<file path="src/rtl/car_traffic_controller.sv">
// Per-frame car mover and player collision checker for six traffic lanes.
// At the vblank frame start, each car is stepped once. Each car box is then tested against the player box.

module car_lane #(
    parameter int H_DISPLAY     = 640,
    parameter int CAR_WIDTH     = 36,
    parameter int CAR_HEIGHT    = 32,
    parameter int PLAYER_WIDTH  = 32,
    parameter int PLAYER_HEIGHT = 32,
    parameter int CAR_Y         = 64,
    parameter int SPEED         = 1,
    parameter bit MOVE_LEFT     = 1'b1
) (
    input  logic [9:0] x,
    input  logic [2:0] level,
    input  logic [9:0] player_x,
    input  logic [9:0] player_y,
    output logic [9:0] x_next,
    output logic       overlap
);
    logic [4:0]  s;
    logic [10:0] x_w, s_w, h_w, sum, x_res;

    always_comb begin
        s     = 5'(SPEED) + 5'(level);
        x_w   = 11'(x);
        s_w   = 11'(s);
        h_w   = 11'(H_DISPLAY);
        sum   = x_w + s_w;
        x_res = x_w;
        if (MOVE_LEFT)
            x_res = (x_w >= s_w) ? (x_w - s_w) : (x_w + h_w - s_w);
        else
            x_res = (sum < h_w) ? sum : (sum - h_w);
        x_next = 10'(x_res);
    end

    // Extents are unwrapped, so a car straddling the right edge only hits on its left part.
    assign overlap = (11'(player_x) < 11'(x) + 11'(CAR_WIDTH))
                  && (11'(x) < 11'(player_x) + 11'(PLAYER_WIDTH))
                  && (11'(player_y) < 11'(CAR_Y + CAR_HEIGHT))
                  && (11'(CAR_Y) < 11'(player_y) + 11'(PLAYER_HEIGHT));
endmodule

module car_traffic_controller #(
    parameter int H_DISPLAY     = 640,
    parameter int V_DISPLAY     = 480,
    parameter int CAR_WIDTH     = 36,
    parameter int CAR_HEIGHT    = 32,
    parameter int PLAYER_WIDTH  = 32,
    parameter int PLAYER_HEIGHT = 32,
    parameter int CAR_Y1 = 64,  parameter int CAR_Y2 = 96,  parameter int CAR_Y3 = 160,
    parameter int CAR_Y4 = 192, parameter int CAR_Y5 = 288, parameter int CAR_Y6 = 320,
    parameter int SPEED1 = 1, parameter int SPEED2 = 2, parameter int SPEED3 = 1,
    parameter int SPEED4 = 3, parameter int SPEED5 = 2, parameter int SPEED6 = 2
) (
    input  logic       CLK,
    input  logic       RST,
    input  logic [9:0] h_count,
    input  logic [9:0] v_count,
    input  logic [9:0] player_x,
    input  logic [9:0] player_y,
    input  logic [2:0] level,
    input  logic       pause,
    output logic [9:0] car_x1,
    output logic [9:0] car_x2,
    output logic [9:0] car_x3,
    output logic [9:0] car_x4,
    output logic [9:0] car_x5,
    output logic [9:0] car_x6,
    output logic       collision,
    output logic [2:0] hit_lane,
    output logic       busy
);
    localparam int NUM_LANES = 6;

    typedef enum logic [1:0] {IDLE, UPDATE, CHECK} state_t;

    function automatic int lane_speed(input int i);
        case (i)
            0: return SPEED1;
            1: return SPEED2;
            2: return SPEED3;
            3: return SPEED4;
            4: return SPEED5;
            default: return SPEED6;
        endcase
    endfunction

    function automatic int lane_y(input int i);
        case (i)
            0: return CAR_Y1;
            1: return CAR_Y2;
            2: return CAR_Y3;
            3: return CAR_Y4;
            4: return CAR_Y5;
            default: return CAR_Y6;
        endcase
    endfunction

    state_t                      state;
    logic [2:0]                  idx;
    logic                        hit_flag;
    logic [2:0]                  first_lane;
    logic [NUM_LANES-1:0][9:0]   car_x;
    logic [NUM_LANES-1:0][9:0]   x_next;
    logic [NUM_LANES-1:0]        overlap;
    logic                        frame_start;
    logic                        hit_now;
    logic                        last;

    // Odd-numbered lanes (index 0, 2, 4) drive left, the others right.
    generate
        for (genvar g = 0; g < NUM_LANES; g++) begin : g_lane
            car_lane #(
                .H_DISPLAY(H_DISPLAY), .CAR_WIDTH(CAR_WIDTH), .CAR_HEIGHT(CAR_HEIGHT),
                .PLAYER_WIDTH(PLAYER_WIDTH), .PLAYER_HEIGHT(PLAYER_HEIGHT),
                .CAR_Y(lane_y(g)), .SPEED(lane_speed(g)), .MOVE_LEFT((g % 2) == 0)
            ) u_lane (
                .x(car_x[g]), .level(level), .player_x(player_x), .player_y(player_y),
                .x_next(x_next[g]), .overlap(overlap[g])
            );
        end
    endgenerate

    assign frame_start = (h_count == 10'd0) && (v_count == 10'(V_DISPLAY)) && !pause;
    assign hit_now     = |(overlap & ({{(NUM_LANES-1){1'b0}}, 1'b1} << idx));
    assign last        = (idx == 3'(NUM_LANES - 1));

    always_ff @(posedge CLK) begin
        if (RST) begin
            state      <= IDLE;
            idx        <= 3'd0;
            car_x      <= {10'd500, 10'd400, 10'd300, 10'd200, 10'd100, 10'd0};
            collision  <= 1'b0;
            hit_lane   <= 3'd0;
            busy       <= 1'b0;
            hit_flag   <= 1'b0;
            first_lane <= 3'd0;
        end else begin
            collision <= 1'b0;
            case (state)
                IDLE: begin
                    if (frame_start) begin
                        state <= UPDATE;
                        idx   <= 3'd0;
                        busy  <= 1'b1;
                    end
                end
                UPDATE: begin
                    for (int i = 0; i < NUM_LANES; i++)
                        if (idx == 3'(i)) car_x[i] <= x_next[i];
                    if (last) begin
                        state      <= CHECK;
                        idx        <= 3'd0;
                        hit_flag   <= 1'b0;
                        first_lane <= 3'd0;
                    end else begin
                        idx <= idx + 3'd1;
                    end
                end
                CHECK: begin
                    if (hit_now && !hit_flag) first_lane <= idx + 3'd1;
                    hit_flag <= hit_flag | hit_now;
                    if (last) begin
                        // The last lane's result is folded in directly since the flag lags a cycle.
                        collision <= hit_flag | hit_now;
                        hit_lane  <= hit_flag ? first_lane : (hit_now ? idx + 3'd1 : 3'd0);
                        state     <= IDLE;
                        idx       <= 3'd0;
                        busy      <= 1'b0;
                    end else begin
                        idx <= idx + 3'd1;
                    end
                end
                default: state <= IDLE;
            endcase
        end
    end

    assign car_x1 = car_x[0];
    assign car_x2 = car_x[1];
    assign car_x3 = car_x[2];
    assign car_x4 = car_x[3];
    assign car_x5 = car_x[4];
    assign car_x6 = car_x[5];
endmodule
</file>
<file path="config.mk">
export PLATFORM = sky130hd
export DESIGN_NAME = car_traffic_controller
export DESIGN_NICKNAME = d
export VERILOG_FILES = /design/src/rtl/car_traffic_controller.sv
export SDC_FILE = /design/constraint.sdc
export NUM_CORES = 1
export LEC_CHECK = 0
export CAP_MARGIN = 10
export CORE_MARGIN = 4
export CORE_UTILIZATION = 57
export DETAILED_ROUTE_END_ITERATION = 10
export GPL_TIMING_DRIVEN = 0
export PLACE_DENSITY = 0.79
export SYNTH_ARGS = -nofsm -noshare
export SYNTH_HDL_FRONTEND = slang
export SYNTH_SLANG_ARGS = --single-unit
</file>
<file path="constraint.sdc">
create_clock -name CLK -period 6.8 [get_ports CLK]
set_input_delay 1.36 -clock CLK [delete_from_list [all_inputs] [get_ports CLK]]
set_output_delay 1.36 -clock CLK [all_outputs]
set_load 0.1 [all_outputs]
</file>
==> flow_summary.ini <==
[power_and_ir_drop]
design_power_total_mw = 1.13
ir_worst_vdd_mv = 0.113
total_leakage_power_nw = 4.77
power.density_nw_per_um2 = 100

[drt]
route.detailed.drc = 0
drt-initial-drc-count = 832
drt_wl_cell_um = 17.9
dr_pass1_iterations = 6
ant_nets = 0
finalWirelength_um = 28200
vias_per_cell = 6.01
routed_vias = 9466

[worst_hold_path]
hp-class = flip-flop to flip-flop
worstHoldPathCells = 2

[global_route]
vias_in_the_first_global_route = 8909
gr-usage-all-layers_pct = 28.8
grt.overflow.total = 0
grt_pass1_wl_um = 45500
antenna_violations_before_repair = 0
grt_start_max_net_pins = 16

[cts]
clkSlewWorstSetupHoldPaths_ns = 0.06
h-tree-depth = 3
cts-root-to-sink-buffers = 2
cts_sink_cnt = 74
clock_tree.root_cell = sky130_fd_sc_hd__clkbuf_16
number_of_buffers_added_by_the_clock_tree_synthesis_step = 9
cts.repair.resized = 0
tritoncts = yes
number_of_hold_repair_buffers_added_at_the_cts_stage = 0
post_cts_buffers = 0
worstSkewPairLatency_ns = 0.35

[synthesis]
netlist_area_um2 = 9690
post_synth_inst_count = 1230
ys_dominant_reg_cell = sky130_fd_sc_hd__dfxtp_1
synth.largest_area_cell = sky130_fd_sc_hd__ha_1
number_of_flops_mapped_to_enable_cells_by_yosys = 0
async_reset_ff_share_pct = 0
syn_area_per_cell_um2 = 7.88
yosys.cell_types.count = 74
syn-num-nets = 1502
synth_seq_cells = 74
synth.top_cell.area_share_pct = 27.2
synthTopCellsByArea = sky130_fd_sc_hd__ha_1 (27%), sky130_fd_sc_hd__dfxtp_1 (15%), sky130_fd_sc_hd__a21oi_1 (6.5%)
seq_area_frac_synth_pct = 15.3
synth_warnings = 0

[place]
dp.final_hpwl_um = 21700
post-place-cells = 1559
postPlaceCellArea_um2 = 11100
gpl.final_weighted_congestion = 0.984
dp_worst_setup_slack_ns = 1.26
port-buffer-count = 109

[floorplan]
fp.dieW_um = 138
initial_core_util_pct = 58.3
pin_count = 111
die_area_um2 = 19200
core_region_area_um2 = 16600
dieHeight_um = 138
floorplan.rows = 47

[critical_path]
path_max_fanout = 15
crit_cells = 12
worst-setup-path-type = input pin to flip-flop
worst_setup_path_start_kind = input pin
timing.reg2reg.worst_path_depth = 13
critical_path.top_delay_family = compound AO/OA/AOI/OAI gates
crit_chain = clkdlybuf4s50_1 > ha_1 > nand3_1 > xor2_1 > ha_1 > a21oi_1 > a21oi_1 > a2111oi_0 > o21ai_0 > o2111ai_2 > o21ai_0 > o221ai_1
worstPathBufferInverterCount = 1
crit_path_max_delay_cell_type = sky130_fd_sc_hd__clkdlybuf4s50_1
cp.required_ns = 7.07
critical-path-max-stage-delay_ns = 0.88
timing.critical_path.arrival_ns = 5.59
endpoint_kind_of_the_worst_setup_timing_path = flip-flop

[sta]
finalWorstPathRequiredPeriod_ns = 5.32
max-slew-margin-rel_pct = 34.0
fin_worst_hold_slack_ns = 0.469
drv_slew = 0
hold_viol_final = 0
postLayoutSetupSlackWorst_ns = 1.48
final-setup-viol-count = 0
portion_of_the_clock_cycle_consumed_by_the_worst_path_in_the_final_layout_pct = 78.2
skew_ns = 0.00728
grt_setup_unrepaired = no
max_slew.worst_pin.slew_ns = 0.987
totalNegativeSetupSlack_ns = 0
fmax_mhz = 188

[layout]
final_common_cell = sky130_fd_sc_hd__ha_1
share_of_layout_cells_above_drive_strength_1_pct = 2.88
stdcell_area_um2 = 11300
area_growth_pct = 16.9
final_core_utilization_pct = 68.1
finalNetCount = 1622
n_antenna_cell = 0
nFillCells = 1433
final_cell_mix = sky130_fd_sc_hd__ha_1 (211), sky130_fd_sc_hd__a21oi_1 (125), sky130_fd_sc_hd__clkdlybuf4s50_1 (109)
final_cells = 1574

[job]
drv_cap = 0

[status]
outcome = finished clean
-- cell families after synthesis --
logic type,count (synthesis),share of synthesized area (%)
buffers and inverters,142,5.65
AO/OA/AOI/OAI,338,22.0
XOR/XNOR,87,7.86
adder cells (fa/ha/maj),226,30.3
AND/OR/NAND/NOR,355,18.0
flip-flops,74,15.3
multiplexers,8,0.865
-- power by group --
group / switching (mW) / leakage (nW) / total, mW / internal (mW)
clock network: 0.189 / 0.138 / 0.452 / 0.263
logic: 0.148 / 4.04 / 0.250 / 0.102
registers: 0.000000144 / 0.597 / 0.434 / 0.434
-- layout make-up --
cell class / count / area, um2 / area share, %
plain buffers: 36 / 150 / 1.32
clock buffers: 12 / 256 / 2.26
multi-input cells: 1014 / 7660 / 67.6
clock inverters: 3 / 15.0 / 0.132
repair buffers: 109 / 1090 / 9.63
well taps: 220 / 275 / 2.43
flip-flops and latches: 74 / 1480 / 13.1
inverters: 106 / 398 / 3.51
-- Yosys cell counts (6+ instances only) --
| cell | n |
|---|---|
| sky130_fd_sc_hd__a211o_1 | 9 |
| sky130_fd_sc_hd__a211oi_1 | 29 |
| sky130_fd_sc_hd__a21o_1 | 17 |
| sky130_fd_sc_hd__a21oi_1 | 125 |
| sky130_fd_sc_hd__a31oi_1 | 14 |
| sky130_fd_sc_hd__and2_1 | 6 |
| sky130_fd_sc_hd__clkbuf_1 | 32 |
| sky130_fd_sc_hd__dfxtp_1 | 74 |
| sky130_fd_sc_hd__fa_1 | 15 |
| sky130_fd_sc_hd__ha_1 | 211 |
| sky130_fd_sc_hd__inv_1 | 106 |
| sky130_fd_sc_hd__nand2_1 | 92 |
| sky130_fd_sc_hd__nand2b_1 | 27 |
| sky130_fd_sc_hd__nand3_1 | 44 |
| sky130_fd_sc_hd__nand4_1 | 14 |
| sky130_fd_sc_hd__nor2_1 | 85 |
| sky130_fd_sc_hd__nor2b_1 | 8 |
| sky130_fd_sc_hd__nor3_1 | 27 |
| sky130_fd_sc_hd__nor4_1 | 12 |
| sky130_fd_sc_hd__o2111ai_1 | 6 |
| sky130_fd_sc_hd__o211ai_1 | 12 |
| sky130_fd_sc_hd__o21ai_0 | 69 |
| sky130_fd_sc_hd__or3_1 | 11 |
| sky130_fd_sc_hd__xnor2_1 | 68 |
| sky130_fd_sc_hd__xor2_1 | 19 |
-- worst paths after layout --
path               start       endpoint  slack, ns
max reg2reg    car_x3[5]  first_lane[0]       3.24
min                 busy           busy       0.47
max          player_x[5]  first_lane[0]       1.48
min reg2reg         busy           busy       0.47
-- routing by layer --
metal	routed length, um	global-route usage, %
met1	12300	38.2
met4	929	11.9
met3	2010	3.80
met5	0	0
met2	12900	47.3
-- worst min-delay path, delay by kind of cell (launching register included) --
kind	cells	cell delay, ns
AOI/OAI and AO/OA	2	0.12
DFF	1	0.30
-- state kept, by name, summed over array words and instances (netlist names) --
signal,count
car_x1,10
car_x2,10
car_x4,10
state,2
hit_flag,1
first_lane,3
collision,1
car_x3,10
idx,3
car_x6,10
busy,1
car_x5,10
hit_lane,3
No activity file was read; power rests on OpenSTA's default activity.
